<file path="src/rtl/pipe_stage_skid_if.sv">
// Valid/ready handshake bundle carrying one pipeline instruction.
// The master drives the payload; the slave answers with ready.
interface pipe_stage_skid_if #(
   parameter int unsigned CTRL_W = 8,
   parameter int unsigned DATA_W = 32
);
   logic              valid;
   logic              ready;
   logic [CTRL_W-1:0] ctrl;
   logic [DATA_W-1:0] data;

   modport master (
      output valid,
      output ctrl,
      output data,
      input  ready
   );

   modport slave (
      input  valid,
      input  ctrl,
      input  data,
      output ready
   );
endinterface

</file>
<file path="src/rtl/pipe_stage_skid.sv">
// Handshaked pipeline-stage register with optional 2-entry skid buffer.
// Used at every RV32IM stage boundary; flush squashes all held entries.
module pipe_stage_skid #(
   parameter int unsigned       DATA_W      = 32,
   parameter int unsigned       CTRL_W      = 8,
   parameter logic [CTRL_W-1:0] CTRL_BUBBLE = '0,
   parameter bit                SKID        = 1'b1
) (
   input  logic                CLK,
   input  logic                RESET,
   input  logic                FLUSH,
   pipe_stage_skid_if.slave    in_bus,
   pipe_stage_skid_if.master   out_bus,
   output logic [1:0]          OCCUPANCY
);

   typedef enum logic [1:0] {
      EMPTY = 2'd0,
      ONE   = 2'd1,
      TWO   = 2'd2
   } state_t;

   state_t            state;
   logic              out_valid_q;
   logic              in_ready_q;
   logic [CTRL_W-1:0] head_ctrl;
   logic [DATA_W-1:0] head_data;
   logic [CTRL_W-1:0] skid_ctrl;
   logic [DATA_W-1:0] skid_data;

   logic in_ready;
   logic accept;
   logic drain;

   generate
      if (SKID) begin : g_skid
         assign in_ready = in_ready_q;
      end else begin : g_noskid
         // Single entry: free a slot in the same cycle the head drains.
         assign in_ready = ~out_valid_q | out_bus.ready;
      end
   endgenerate

   assign accept = in_bus.valid & in_ready;
   assign drain  = out_valid_q & out_bus.ready;

   always_ff @(posedge CLK) begin
      if (RESET || FLUSH) begin
         state       <= EMPTY;
         out_valid_q <= 1'b0;
         in_ready_q  <= 1'b1;
         head_ctrl   <= CTRL_BUBBLE;
         head_data   <= '0;
         skid_ctrl   <= CTRL_BUBBLE;
         skid_data   <= '0;
      end else begin
         unique case (state)
            EMPTY: begin
               if (accept) begin
                  state       <= ONE;
                  out_valid_q <= 1'b1;
                  head_ctrl   <= in_bus.ctrl;
                  head_data   <= in_bus.data;
               end
            end
            ONE: begin
               unique case (1'b1)
                  accept && drain: begin
                     head_ctrl <= in_bus.ctrl;
                     head_data <= in_bus.data;
                  end
                  accept && !drain: begin
                     if (SKID) begin
                        state      <= TWO;
                        in_ready_q <= 1'b0;
                        skid_ctrl  <= in_bus.ctrl;
                        skid_data  <= in_bus.data;
                     end
                  end
                  !accept && drain: begin
                     state       <= EMPTY;
                     out_valid_q <= 1'b0;
                     head_ctrl   <= CTRL_BUBBLE;
                     head_data   <= '0;
                  end
                  default: begin
                  end
               endcase
            end
            TWO: begin
               if (drain) begin
                  state      <= ONE;
                  in_ready_q <= 1'b1;
                  head_ctrl  <= skid_ctrl;
                  head_data  <= skid_data;
                  skid_ctrl  <= CTRL_BUBBLE;
                  skid_data  <= '0;
               end
            end
            default: begin
               state       <= EMPTY;
               out_valid_q <= 1'b0;
               in_ready_q  <= 1'b1;
               head_ctrl   <= CTRL_BUBBLE;
               head_data   <= '0;
            end
         endcase
      end
   end

   // Gate again so a stale head can never leak write enables downstream.
   assign out_bus.valid = out_valid_q;
   assign out_bus.ctrl  = out_valid_q ? head_ctrl : CTRL_BUBBLE;
   assign out_bus.data  = out_valid_q ? head_data : '0;
   assign in_bus.ready  = in_ready;
   assign OCCUPANCY     = state;

endmodule

</file>
<file path="src/flat_wrapper.sv">
// flat-port wrapper written by rule: the top's interface ports become plain ports
module pipe_stage_skid_flat 
#(
   parameter int unsigned       DATA_W      = 32,
   parameter int unsigned       CTRL_W      = 8,
   parameter logic [CTRL_W-1:0] CTRL_BUBBLE = '0,
   parameter bit                SKID        = 1'b1
)
  (CLK, RESET, FLUSH, OCCUPANCY, in_bus_valid, in_bus_ctrl, in_bus_data, in_bus_ready, out_bus_valid, out_bus_ctrl, out_bus_data, out_bus_ready);
  pipe_stage_skid_if #(.CTRL_W(CTRL_W), .DATA_W(DATA_W)) in_bus_i ();
  pipe_stage_skid_if #(.CTRL_W(CTRL_W), .DATA_W(DATA_W)) out_bus_i ();
  input  logic CLK;
  input  logic RESET;
  input  logic FLUSH;
  output logic [1:0] OCCUPANCY;
  input wire logic [$bits(in_bus_i.valid)-1:0] in_bus_valid;
  input wire logic [$bits(in_bus_i.ctrl)-1:0] in_bus_ctrl;
  input wire logic [$bits(in_bus_i.data)-1:0] in_bus_data;
  output wire logic [$bits(in_bus_i.ready)-1:0] in_bus_ready;
  output wire logic [$bits(out_bus_i.valid)-1:0] out_bus_valid;
  output wire logic [$bits(out_bus_i.ctrl)-1:0] out_bus_ctrl;
  output wire logic [$bits(out_bus_i.data)-1:0] out_bus_data;
  input wire logic [$bits(out_bus_i.ready)-1:0] out_bus_ready;
  assign in_bus_i.valid = in_bus_valid;
  assign in_bus_i.ctrl = in_bus_ctrl;
  assign in_bus_i.data = in_bus_data;
  assign in_bus_ready = in_bus_i.ready;
  assign out_bus_valid = out_bus_i.valid;
  assign out_bus_ctrl = out_bus_i.ctrl;
  assign out_bus_data = out_bus_i.data;
  assign out_bus_i.ready = out_bus_ready;
  pipe_stage_skid #(.DATA_W(DATA_W), .CTRL_W(CTRL_W), .CTRL_BUBBLE(CTRL_BUBBLE), .SKID(SKID)) u_core (.CLK(CLK), .RESET(RESET), .FLUSH(FLUSH), .in_bus(in_bus_i), .out_bus(out_bus_i), .OCCUPANCY(OCCUPANCY));
endmodule
</file>
<file path="config.mk">
export PLATFORM = sky130hd
export DESIGN_NAME = pipe_stage_skid_flat
export DESIGN_NICKNAME = d
export VERILOG_FILES = /design/src/rtl/pipe_stage_skid_if.sv /design/src/rtl/pipe_stage_skid.sv /design/src/flat_wrapper.sv
export SDC_FILE = /design/constraint.sdc
export NUM_CORES = 1
export LEC_CHECK = 0
export ABC_AREA = 1
export CELL_PAD_IN_SITES_DETAIL_PLACEMENT = 1
export CELL_PAD_IN_SITES_GLOBAL_PLACEMENT = 1
export CORE_UTILIZATION = 35
export CTS_CLUSTER_SIZE = 10
export DETAILED_ROUTE_END_ITERATION = 12
export HOLD_SLACK_MARGIN = 0.12
export PLACE_DENSITY_LB_ADDON = 0.08
export RECOVER_POWER = 100
export SLEW_MARGIN = 10
export SYNTH_ARGS = -nofsm -noshare
export SYNTH_HDL_FRONTEND = slang
export SYNTH_SLANG_ARGS = --single-unit
export TNS_END_PERCENT = 5
</file>
<file path="constraint.sdc">
create_clock -name CLK -period 1.75 [get_ports CLK]
set_input_delay 0.35 -clock CLK [delete_from_list [all_inputs] [get_ports CLK]]
set_output_delay 0.35 -clock CLK [all_outputs]
set_load 0.05 [all_outputs]
</file>
==> summary.md <==
The run finished with clean final reports. The critical path is of the reg2out type. The initial antenna violation count came out at 0. The number of vias per cell is 4.76, and the max-slew violation total from the final report is 0. The tools report the total via count after detailed routing as 4569. The total overflow left after global routing is 0. The tree is rooted in a clkbuf_16. In this run the tightest slew margin relative to its limit is 60.3%.

The tools report the fraction of power consumed by the clock network as 31.1%. The mean area per synthesized cell was 5.89 um^2; the internal power component was 3600 uW. Hold repair after CTS inserted 0 buffers. The logs give 4742 for the number of global-route vias before repair and 5580 um^2 for the post-route cell area. Sequential cells were found to cover 39.1% of the synthesized design area. The clock slew at the register clock pins of the worst setup and hold paths was 0.06 ns; the insertion delay of the later-clocked pin in the worst-skew pair was 0.34 ns.

STA classifies the critical path startpoint as a register. The post-synthesis instance area was 4300 um^2. The half-perimeter wire length of the detailed placement result is 9010 um.

In the finished design, the share of the clock period the worst path needs comes to 96.7%. The logs give 0.00489 ns for the clock tree skew after final layout and 18 for the unique cell type count in the Yosys netlist. After layout, the minimum clock period comes to 1.69 ns.

The tools report the CTS buffer count as 9. Pin placement for this block handled 89 I/O pins. The share of cells above drive strength 1 is 10.7%. The tools report the number of core rows as 40. The worst hold path belongs to the class reg2reg. The tools report the arrival time of the worst setup path as 1.34 ns. Total power for the finished layout comes to 5390 uW. Setup violations remaining at the end of the flow were counted as 0. The required time of the worst setup path was 1.40 ns. The run gives 122 as the number of DRC violations after detailed-routing iteration 0.

Global routing used 21.9% of the available tracks across all layers. The total count of hold-check failures in the final report came out at 0. Counting along the longest clock path gives a buffer depth of 2. For the H-tree level count, the log shows 3. Maximum net fanout on the critical path: 20.

Based on the critical path, the design can be clocked at up to 591 MHz. The reported max-cap violation count is 0, and the post-route core utilization is 46.5%. The Yosys step of the flow raised 0 warnings. Net switching is 33.2% of the power. The first-pass GRT wire length was 22100 um; the maximum number of pins on one net before global-route repair was 61.

The total iterations of the first detailed-routing run was 4; the synthesis-stage register bit count was 84. For this run, design rule violations remaining after detail routing come to 0. The count of nets left with antenna violations once routing finished came out at 0. For the total wire length, the log shows 13500 um. The worst-margin pin slew is 0.598 ns, and the number of nets in the synthesized netlist is 779. Counting tap cells, the placed design contains a total of 946 instances. The initial standard-cell utilization of the core was 35.8%; the count of antenna diodes in the layout was 0. The total area inside the core boundary comes to 12000 um^2.

From left edge to right edge, the die measures 113 um. For the worst ir drop on vdd, the log shows 0.000571 V. The post-placement cell area is 5820 um^2, and the vertical extent of the die is 113 um. From synthesis to final layout, the design area changed by 29.7%. The logs give 1790 uW for the net switching component of the power and 39.4% for the register share of total power. After detailed routing, the average wire length per cell comes to 14.1 um.

The die footprint is 12700 um^2. The final net count was 860; the combinational cell fraction of total power was 29.5%. Setup repair after global routing left no endpoint under its margin. Once layout is complete, the cells apart from fillers number 959. Summed over all cells, the static leakage comes to 0.00295 uW.

Synthesis produced a netlist whose cell count is 730. The type of destination of the critical path was a primary output. The total negative setup slack is 0 ns, and the count of buffers from port buffering is 88. At the end of routability-driven placement, the weighted congestion stood at 0.857.

The run gives 84 as the CTS sink count. For this design the ratio of total power to cell area is 966 nW/um^2. TritonCTS built the clock tree.
## cells by family after synthesis
family / count (synthesis) / synth area share (%)
compound gates: 47 / 5.52
buf+inv: 130 / 12.9
fa+ha+maj: 4 / 1.16
flops: 84 / 39.1
simple gates: 465 / 41.4
## worst max-delay path, cell delays in order, from the launching register on
cell and delay (ns):
dfxtp_4 0.41, buf_6 0.24, nand2_1 0.08, inv_1 0.06
clkbuf_4 0.22
## area by class of cell
cell class,count,area [um^2]
clock buffer,12,246
fill,1680,6430
inverter,88,330
multi-input combinational,516,2080
sequential,84,1690
tap,147,184
timing repair buffer,112,1060
## registers in the layout, summed over array words and instances (netlist names)
signal,cells
u_core.OCCUPANCY,2
u_core.head_ctrl,8
u_core.head_data,32
u_core.in_bus.ready,1
u_core.out_bus.valid,1
u_core.skid_ctrl,8
u_core.skid_data,32
## layout by cell type, fill, tap and decap left out, types with 5 or more instances in the layout
cell type,n
nand2_1,410
inv_1,86
dfxtp_1,81
a21oi_1,45
clkdlybuf4s50_1,44
nor2_1,43
clkbuf_4,27
buf_4,23
buf_12,10
clkbuf_16,9
clkbuf_1,5
## Yosys cell counts
cell type    n  area, um^2
nand3_1      4        20.0
nor2_4       1        11.3
nor2_1      43         161
dfxtp_1     84        1680
ha_1         4        50.1
buf_6        4        45.0
o21ai_0      1        5.00
nand3_2      2        20.0
nor3_1       2        10.0
nand2_1    410        1540
inv_2        2        7.51
buf_2       13        65.1
inv_1       86         323
a21oi_1     45         225
clkbuf_1    20        75.1
o211ai_1     1        7.51
buf_4        5        37.5
nand2_2      3        18.8
## through the flow
stage	hold WS, ns	setup WS [ns]
2_1_floorplan	0.445	0.0713
3_3_place_gp	0.452	-0.00425
3_5_place_dp	0.458	-0.102
4_1_cts	0.467	0.0340
5_1_grt	0.484	0.00691
6_report	0.464	0.0581
## repair_timing
action / in CTS / in global routing
endpoints found under the setup margin: 0 / 4
resized for setup: 0 / 1
setup buffers: 0 / 0
## power by group through the flow
| stage | registers (uW) | logic, uW | clock network, uW |
|---|---|---|---|
| 6_report | 2130 | 1590 | 1680 |
| 3_5_place_dp | 2170 | 1620 | 0 |
| 4_1_cts | 2120 | 1640 | 1720 |
| 3_3_place_gp | 2160 | 1560 | 0 |
| 2_1_floorplan | 2170 | 1010 | 0 |
| 5_1_grt | 2140 | 1780 | 1810 |
## worst paths after layout
| kind | from | to | slack (ns) | depth (start not counted) |
|---|---|---|---|---|
| worst max register to register | u_core.OCCUPANCY[0] | u_core.skid_data[25] | 0.13 | 9 |
| worst min-delay path | u_core.head_ctrl[3] | u_core.head_ctrl[3] | 0.46 | 2 |
| worst max-delay path | u_core.out_bus.valid | out_bus_ctrl[5] | 0.06 | 4 |
| worst min register to register | u_core.head_ctrl[3] | u_core.head_ctrl[3] | 0.46 | 2 |
## metal layers
layer  wire length, um  track usage [%]
met5                 0                0
met4               230             7.89
met3               445             3.05
met2              6760             41.2
met1              6040             25.1
Power figures use the tool's default switching activity.
